`src/rtl/matrix_column_scanner.sv`:
```
// rtl/matrix_column_scanner.sv - column-scan controller for a 7-column LED matrix
//
// Double-buffered frame image (7 columns x ROWS rows). Each column is lit for
// PRESCALE cycles, followed by BLANK_CYCLES all-off cycles, and the columns are
// visited in order 0..6. The front/back exchange only happens at the 6->0 wrap.
//
// Ports:
//   clk, rst_n         clock, asynchronous active-low reset
//   en                 scan enable; low forces the panel dark and restarts at column 0
//   wr_en/wr_col/wr_data  back-buffer write port (wr_col = 7 ignored)
//   swap_req           request a front/back exchange at the next frame boundary
//   sel1/sel2/sel3     column code to the 3-to-7 decoder (column k -> k+1, 000 = dark)
//   row                row pattern of the lit column
//   frame_tick         one-cycle pulse on the first cycle of a new frame
//   swap_done          one-cycle pulse on the first cycle showing the swapped buffer

module matrix_column_scanner #(
  parameter int PRESCALE     = 1000,
  parameter int BLANK_CYCLES = 2,
  parameter int ROWS         = 5
) (
  input  logic            clk,
  input  logic            rst_n,
  input  logic            en,
  input  logic            wr_en,
  input  logic [2:0]      wr_col,
  input  logic [ROWS-1:0] wr_data,
  input  logic            swap_req,
  output logic            sel1,
  output logic            sel2,
  output logic            sel3,
  output logic [ROWS-1:0] row,
  output logic            frame_tick,
  output logic            swap_done
);

  localparam int PW = (PRESCALE > 1) ? $clog2(PRESCALE) : 1;
  localparam int BW = (BLANK_CYCLES > 1) ? $clog2(BLANK_CYCLES) : 1;
  localparam logic [PW-1:0] PMAX = PW'(PRESCALE - 1);
  localparam logic [BW-1:0] BMAX = BW'(BLANK_CYCLES - 1);

  typedef enum logic [1:0] {IDLE, SCAN, BLANK} state_t;

  state_t          state, state_n;
  logic [2:0]      col, col_n;
  logic [PW-1:0]   presc, presc_n;
  logic [BW-1:0]   bcnt, bcnt_n;
  logic            pending, pending_n;
  logic            fsel, fsel_n;        // index of the bank currently shown (front)
  logic            advance, wrap, do_swap, wr_ok;
  logic [2:0]      sel_q, sel_n;
  logic [ROWS-1:0] row_n;

  // Both banks; the back bank is always mem[!fsel].
  logic [1:0][6:0][ROWS-1:0] mem;

  always_comb begin
    state_n = state;
    col_n   = col;
    presc_n = presc;
    bcnt_n  = bcnt;
    advance = 1'b0;
    case (state)
      IDLE: begin
        state_n = SCAN;
        col_n   = 3'd0;
        presc_n = '0;
      end
      SCAN: begin
        if (presc == PMAX) begin
          presc_n = '0;
          if (BLANK_CYCLES > 0) begin
            state_n = BLANK;
            bcnt_n  = '0;
          end else begin
            advance = 1'b1;
          end
        end else begin
          presc_n = presc + 1'b1;
        end
      end
      BLANK: begin
        if (bcnt == BMAX) advance = 1'b1;
        else              bcnt_n  = bcnt + 1'b1;
      end
      default: state_n = IDLE;
    endcase

    if (advance) begin
      state_n = SCAN;
      col_n   = (col == 3'd6) ? 3'd0 : col + 3'd1;
    end
    wrap = advance && (col == 3'd6);

    // Disable overrides everything: dark panel, scan position forgotten.
    if (!en) begin
      state_n = IDLE;
      col_n   = 3'd0;
      presc_n = '0;
      bcnt_n  = '0;
      wrap    = 1'b0;
    end

    do_swap   = wrap && pending;
    // A request landing on the swap cycle arms the following frame.
    pending_n = do_swap ? swap_req : (pending | swap_req);
    fsel_n    = fsel ^ do_swap;
    wr_ok     = wr_en && (wr_col != 3'd7);

    sel_n = 3'd0;
    row_n = '0;
    if (state_n == SCAN) begin
      sel_n = col_n + 3'd1;
      // A write into the bank that becomes front on this edge must be visible at once.
      if (wr_ok && (!fsel == fsel_n) && (wr_col == col_n)) row_n = wr_data;
      else                                                 row_n = mem[fsel_n][col_n];
    end
  end

  always_ff @(posedge clk or negedge rst_n) begin
    if (!rst_n) begin
      state      <= IDLE;
      col        <= 3'd0;
      presc      <= '0;
      bcnt       <= '0;
      pending    <= 1'b0;
      fsel       <= 1'b0;
      mem        <= '0;
      sel_q      <= 3'd0;
      row        <= '0;
      frame_tick <= 1'b0;
      swap_done  <= 1'b0;
    end else begin
      state      <= state_n;
      col        <= col_n;
      presc      <= presc_n;
      bcnt       <= bcnt_n;
      pending    <= pending_n;
      fsel       <= fsel_n;
      if (wr_ok) mem[!fsel][wr_col] <= wr_data;
      sel_q      <= sel_n;
      row        <= row_n;
      frame_tick <= wrap;
      swap_done  <= do_swap;
    end
  end

  assign sel1 = sel_q[2];
  assign sel2 = sel_q[1];
  assign sel3 = sel_q[0];

endmodule

```
`config.mk`:
```
export PLATFORM = sky130hd
export DESIGN_NAME = matrix_column_scanner
export DESIGN_NICKNAME = d
export VERILOG_FILES = /design/src/rtl/matrix_column_scanner.sv
export SDC_FILE = /design/constraint.sdc
export NUM_CORES = 1
export LEC_CHECK = 0
export BUFFER_PORTS_ARGS = -buffer_cell sky130_fd_sc_hd__buf_2
export CAP_MARGIN = 10
export CORE_MARGIN = 3
export CORE_UTILIZATION = 45
export CTS_CLUSTER_DIAMETER = 30
export DETAILED_ROUTE_END_ITERATION = 10
export GPL_ROUTABILITY_DRIVEN = 0
export HOLD_SLACK_MARGIN = 0.15
export PLACE_DENSITY = 0.67
export SLEW_MARGIN = 5
export SYNTH_ARGS = -nofsm -noshare
export SYNTH_HDL_FRONTEND = slang
export SYNTH_SLANG_ARGS = --single-unit
```
`constraint.sdc`:
```
create_clock -name clk -period 3.11 [get_ports clk]
set_clock_uncertainty 0.05 [all_clocks]
set_input_delay 0.4665 -clock clk [delete_from_list [all_inputs] [get_ports clk]]
set_output_delay 0.4665 -clock clk [all_outputs]
set_load 0.1 [all_outputs]
```
==> qor.yml, run 1 <==
clock_network:
  cts_buffers: 9
  post-cts-setup-buffers: 0
  clk_latency_ns: 0.38
  clock-sinks: 98
  h-tree-depth: 3
  cts-resized-gates: 0
  cts-root-buf: "clkbuf_8"
  tritoncts: "built"
  clk_pin_slew_ns: 0.09
  clock_path_buffers: 2
power:
  p_leak_uw: 0.00239
  power.density_nw_per_um2: 473
  swShare: 0.249
  pwr-share-seq: 0.580
  p_sw_uw: 614
  combPwrFrac: 0.086
  clockPowerShare: 0.334
  p_int_uw: 1850
  ir_drop_v: 0.000216
final_layout:
  fin_nets: 440
  syn_to_final_growth_pct: 9.62
  n_antenna_cell: 0
  layout_common_cells: "dfrtp_1, mux2_2, nand2_1"
  drive_gt1_frac: 0.298
  final_common_cell: "dfrtp_1"
  fin_cells: 563
worst_setup_path:
  arrival_ns: 3.08
  ff2ff_setup_slack_ns: 0.26
  critPathLaunchType: "flip-flop"
  path_class: "flip-flop to flip-flop"
  worstPathRequired_ns: 3.34
  cp-end-kind: "flip-flop"
  r2r_cells: 8
  cp_slowest_stage_delay_ns: 0.54
  critPathCapture: "row[2]"
  cp_max_fo: 16
  rr_startpoint: "bcnt"
  cpMaxStageDelayCell: "mux4_2"
  cp_cell_sequence: "or3b_1 -> nor4_4 -> nor2_4 -> inv_4 -> mux4_2 -> a211o_1 -> nand4_1 -> nand2_1"
  cp-startpoint: "bcnt"
  reg2reg_to: "row[2]"
place:
  dp.cells: 546
  io_buffers: 22
  dp_hpwl_um: 7720
synthesis:
  synth.avg_cell_area_sq_um: 11.7
  synth_seq_cells: 98
  syn_area_sq_um: 4760
  synth_top_flop_cell: "dfrtp_1"
  yosysWarnings: 0
  synthesis.nets: 421
  synth_cell_types: 49
  synthCells: 406
  synth_edf_count: 0
  synth_seq_area_share: 0.515
  ys_async_sr_fraction: 1.00
floorplan:
  rows: 36
  fp.coreArea_sq_um: 10000
  io_pins: 23
  start_util: 0.474
  dieHeight_um: 109
  die_w_um: 109
  dieArea_sq_um: 11800
global_route:
  grt_max_degree: 57
  first_global_vias: 3312
  grt_pass1_wl_um: 17600
  grt_util_all_layers: 0.198
  grt_overflow: 0
  antenna_found_initial: 0
sta:
  fmax_ghz: 0.351
  period_share: 0.917
  rsz0062_at_grt: "false"
  drv_slew: 0
  setup-tns-final_ns: 0
  setup_viol: 0
  period_needed_ns: 2.85
  worst_pin_slew_ns: 0.615
  slew_headroom: 0.587
  finalHoldViolCount: 0
run:
  drv_cap: 0
detailed_routing:
  drt-total-wl_um: 10800
  vias: 3275
  viasPerCell: 5.82
  drt_first_pass_iters: 5
  post_drt_wl_per_cell_um: 19.1
  ant_nets: 0
  drt-initial-drc-count: 173
  drc: 0
hold_path:
  hp-class: "input pin to flip-flop"
status:
  status: "complete, no violations"
-- through the flow --
stage	total power [uW]	utilization	hold WS (ns)	setup WS [ns]	area, sq um
after floorplan	1570	-	0.121	0.580	4760
after global placement	1660	0.499	0.435	0.391	5010
after detailed placement	1670	0.499	0.439	0.274	5010
after CTS	2490	0.519	0.237	0.253	5220
after global routing	2570	0.519	0.241	0.104	5220
final	2470	0.519	0.251	0.257	5220
-- cells by family (layout without fill, tap and decap cells) --
family | Yosys count | count (layout) | synth area share
AND/OR/NAND/NOR | 124 | 124 | 0.143
flip-flops | 98 | 98 | 0.515
XOR/XNOR | 10 | 10 | 0.0184
adder cells (fa/ha/maj) | 2 | 2 | 0.00526
multiplexers | 75 | 75 | 0.189
buffers and inverters | 31 | 55 | 0.0281
AO/OA/AOI/OAI | 66 | 66 | 0.101
-- worst min-delay path by stage --
stage / from / endpoint / cells past startpoint
after floorplan: rst_n / bcnt / 0
after global placement: mem[35] / mem[35] / 1
after detailed placement: mem[46] / mem[46] / 1
after CTS: swap_req / pending / 2
after global routing: swap_req / pending / 2
final: swap_req / pending / 2
-- power by group through the flow --
stage          Clock, uW  Combinational [uW]  Sequential (uW)
6_report             823                 213             1430
5_1_grt              888                 236             1440
4_1_cts              841                 217             1430
3_5_place_dp           0                 215             1460
3_3_place_gp           0                 208             1450
2_1_floorplan          0                 137             1440
-- synth_stat cells, types with 2 or more instances --
cell | count | area [sq um]
mux2_2 | 70 | 788
inv_1 | 6 | 22.5
o21ai_1 | 2 | 10.0
o22ai_1 | 2 | 12.5
nor2b_1 | 4 | 25.0
nand4b_1 | 2 | 17.5
and2_1 | 4 | 25.0
clkbuf_1 | 19 | 71.3
or3b_1 | 2 | 17.5
a211oi_1 | 25 | 188
nand3_1 | 9 | 45.0
mux4_2 | 5 | 113
o21bai_1 | 11 | 82.6
a211o_1 | 5 | 43.8
nand4_1 | 7 | 43.8
and3_1 | 24 | 150
ha_1 | 2 | 25.0
or3_1 | 5 | 31.3
o21a_1 | 2 | 15.0
buf_2 | 3 | 15.0
nand2_1 | 26 | 97.6
xor2_1 | 6 | 52.6
a21oi_1 | 2 | 10.0
o21ai_0 | 9 | 45.0
nand3b_1 | 3 | 22.5
or2_2 | 2 | 12.5
dfrtp_1 | 98 | 2450
nor3b_1 | 2 | 15.0
nor2_1 | 23 | 86.3
xnor2_1 | 4 | 35.0
nand2b_1 | 4 | 25.0
-- state kept, by name, indices dropped and copies added, names as in the netlist --
register	count
mem	70
presc	10
row	5
col	3
sel_q	3
state	2
bcnt	1
frame_tick	1
fsel	1
pending	1
swap_done	1
-- cell type report --
| class | instances | area (sq um) |
|---|---|---|
| fill | 905 | 4830 |
| sequential | 98 | 2450 |
| multi-input combinational | 277 | 2170 |
| timing repair buffer | 32 | 203 |
| tap | 133 | 166 |
| inverter | 7 | 28.8 |
| clock buffer | 9 | 124 |
| clock inverter | 7 | 70.1 |
-- metal layers --
metal,vias to the layer above,GRT usage,routed length (um)
li1,1513,-,-
met3,19,0.0539,785
met5,-,0,0
met4,0,0.0685,167
met2,116,0.302,4960
met1,1627,0.272,4860
-- critical path: cells and delay by family (launching register included) --
kind                   cells  cell delay, ns
DFF                        1            0.47
muxes                      1            0.54
AOI/OAI and AO/OA          1            0.31
buffers and inverters      1            0.18
and+or+nand+nor            5            1.20
-- repair_timing --
item	in CTS	in global routing
hold endpoints to repair	42	0
hold buffers	1	0
endpoints found under the setup margin	0	0
(Power assumes the default switching activity.)
==> run 2: changes to the inputs <==
--- a/config.mk
+++ b/config.mk
@@ -7,2 +7,3 @@
 export LEC_CHECK = 0
+export ABC_AREA = 1
 export BUFFER_PORTS_ARGS = -buffer_cell sky130_fd_sc_hd__buf_2
@@ -20 +21,2 @@
 export SYNTH_SLANG_ARGS = --single-unit
+export TNS_END_PERCENT = 50
==> constraint.sdc (replaced) <==
create_clock -name clk -period 3.11 [get_ports clk]
set_clock_uncertainty 0.05 [all_clocks]
set_input_delay 0.622 -clock clk [delete_from_list [all_inputs] [get_ports clk]]
set_output_delay 0.622 -clock clk [all_outputs]
set_load 0.1 [all_outputs]
==> run 2 against run 1 <==
Against the previous run: worst hold slack worse by 0.054 ns; die area grew 0.40%; count of clock-buffer cells in the layout grew 1; synthesized area is 0.42% higher; power is 10% higher; sequential share of layout area barely moved; fmax is 20% higher.
==> qor.yml, run 2 <==
status:
  status: "complete, no violations"  # unchanged
sta:
  worst_pin_slew_ns: 0.806  # was 0.615 ns
  drv_slew: 0  # unchanged
  finalHoldViolCount: 0  # unchanged
  slew_headroom: 0.460  # was 0.587
  fmax_ghz: 0.421  # was 0.351 GHz
  setup-tns-final_ns: 0  # unchanged
  layout_setup_ws_ns: 0.736  # was 0.257 ns
  period_share: 0.763  # was 0.917
  rsz0062_at_grt: "false"  # unchanged
  period_needed_ns: 2.37  # was 2.85 ns
  setup_viol: 0  # unchanged
worst_setup_path:
  critPathLaunchType: "flip-flop"  # unchanged
  cp-end-kind: "flip-flop"  # unchanged
  worstPathRequired_ns: 3.36  # was 3.34 ns
  ff2ff_setup_slack_ns: 0.74  # was 0.26 ns
  path_class: "flip-flop to flip-flop"  # unchanged
  arrival_ns: 2.63  # was 3.08 ns
  cp_max_fo: 14  # was 16
synthesis:
  yosys-top-cells-area: "dfrtp_1, nand2_1, nand3_1, a21oi_1, o21ai_0"  # was dfrtp_1, mux2_2, a211oi_1, and3_1, mux4_2
  synthCells: 578  # was 406
  synth_top_area_cell: "dfrtp_1"  # unchanged
  ys_async_sr_fraction: 1.00  # unchanged
  synth.avg_cell_area_sq_um: 8.27  # was 11.7 sq um
  yosysMostFrequentCell: "nand2_1"  # was dfrtp_1
  synthesis.nets: 593  # was 421
  yosysTopAreaCellShare: 0.513  # was 0.515
  synth_edf_count: 0  # unchanged
  syn_area_sq_um: 4780  # was 4760 sq um
  synth_seq_area_share: 0.513  # was 0.515
  synth_top_flop_cell: "dfrtp_1"  # unchanged
  synth_seq_cells: 98  # unchanged
  yosysWarnings: 0  # unchanged
  yosys-top-cells-count: "nand2_1, dfrtp_1, nand3_1"  # was dfrtp_1, mux2_2, nand2_1
  synth_cell_types: 39  # was 49
floorplan:
  dieArea_sq_um: 11900  # was 11800 sq um
  start_util: 0.476  # was 0.474
  die_w_um: 109  # about the same
  io_pins: 23  # unchanged
  dieHeight_um: 109  # about the same
  fp.coreArea_sq_um: 10000  # unchanged
  rows: 36  # unchanged
global_route:
  grt_max_degree: 54  # was 57
  first_global_vias: 3650  # was 3312
  antenna_found_initial: 0  # unchanged
  grt_util_all_layers: 0.211  # was 0.198
  grt_overflow: 0  # unchanged
  grt_pass1_wl_um: 19100  # was 17600 um
final_layout:
  drive_gt1_frac: 0.117  # was 0.298
  final_util: 0.519  # about the same
  fin_nets: 608  # was 440
  layout_common_cells: "nand2_1, dfrtp_1, nand3_1"  # was dfrtp_1, mux2_2, nand2_1
  n_antenna_cell: 0  # unchanged
  fin_cells: 731  # was 563
  syn_to_final_growth_pct: 9.11  # was 9.62%
  final_common_cell: "nand2_1"  # was dfrtp_1
  regMostFlops: "mem"  # unchanged
  largest_reg_flops: 70  # unchanged
  reg_top3: "mem (70), presc (10), row (5)"  # unchanged
power:
  power_uw: 2720  # was 2470 uW
  power.density_nw_per_um2: 521  # was 473 nW/um^2
  p_leak_uw: 0.00247  # was 0.00239 uW
  ir_drop_v: 0.000229  # was 0.000216 V
clock_network:
  cts_buffers: 9  # unchanged
  h-tree-depth: 3  # unchanged
  hold_buffers: 0  # was 1
  clock_path_buffers: 2  # unchanged
  post-cts-setup-buffers: 0  # unchanged
  clk_pin_slew_ns: 0.10  # was 0.09 ns
  cts-resized-gates: 0  # unchanged
  cts-root-buf: "clkbuf_8"  # unchanged
  clk_latency_ns: 0.38  # about the same
  tritoncts: "built"  # unchanged
  clock-sinks: 98  # unchanged
place:
  dp_slack_ns: 0.518  # was 0.274 ns
  io_buffers: 22  # unchanged
  dp.cells: 715  # was 546
  dp_hpwl_um: 8000  # was 7720 um
detailed_routing:
  viasPerCell: 5.47  # was 5.82
  drt-total-wl_um: 11600  # was 10800 um
  drt_first_pass_iters: 6  # was 5
  drt-initial-drc-count: 478  # was 173
  ant_nets: 0  # unchanged
  drc: 0  # unchanged
  vias: 4001  # was 3275
  post_drt_wl_per_cell_um: 15.9  # was 19.1 um
run:
  drv_cap: 0  # unchanged
hold_path:
  hp-class: "input pin to async pin"  # was input pin to flip-flop
[run 2: logic make-up (layout without fill, tap and decap cells)]
family                     after synthesis  in the layout  share of synthesized area
AOI/OAI and AO/OA                       99             99                      0.108
xor gates and xnor gates                 2              2                    0.00367
adders and majority gates                2              2                    0.00523
buffers and inverters                   69             89                     0.0628
DFF                                     98             98                      0.513
and+or+nand+nor                        308            308                      0.307
[run 2: final timing paths]
kind                            startpoint      end  cells after the start
worst max register to register    state[0]   row[4]                     11
worst min register to register     mem[30]  mem[30]                      2
min in group clk                  swap_req  pending                      2
max in group asynchronous            rst_n  mem[27]                      2
worst min-delay path                 rst_n   row[0]                      1
worst max-delay path              state[0]   row[4]                     11
[run 2: final cells by class]
type	instances	area [sq um]
Sequential cell	98	2450
Timing Repair Buffer	23	133
Multi-Input combinational cell	411	2030
Inverter	50	188
Clock inverter	6	111
Tap cell	133	166
Fill cell	943	4830
Clock buffer	10	138
[run 2: where the power goes]
| part | switching, uW | internal, uW |
|---|---|---|
| Combinational | 169 | 79.6 |
| Sequential | 71.3 | 1390 |
| Clock | 453 | 557 |
| Total | 693 | 2030 |
[run 2: critical path: stages (launching register included)]
cell     delay [ns]
dfrtp_1        0.48
inv_2          0.14
nand3_2        0.14
nand2_1        0.11
nand3_1        0.46
nor2_2         0.41
nand3_1        0.11
nand2_1        0.08
inv_1          0.04
nand2_1        0.07
nand2_1        0.06
a21oi_1        0.16
[run 2: per-layer routing]
metal | track usage | wire length [um] | up-vias | share of wire
met5 | 0 | 0 | - | 0
met4 | 0.0757 | 165 | 0 | 0.014
met3 | 0.0385 | 813 | 15 | 0.070
met2 | 0.295 | 5020 | 134 | 0.43
met1 | 0.325 | 5590 | 1912 | 0.48
li1 | - | - | 1940 | -
[run 2: stage by stage]
| stage | hold slack (ns) | instance area, sq um |
|---|---|---|
| after floorplan | 0.276 | 4780 |
| after global placement | 0.418 | 4970 |
| after detailed placement | 0.423 | 4970 |
| after CTS | 0.207 | 5220 |
| after global routing | 0.224 | 5220 |
| final | 0.197 | 5220 |
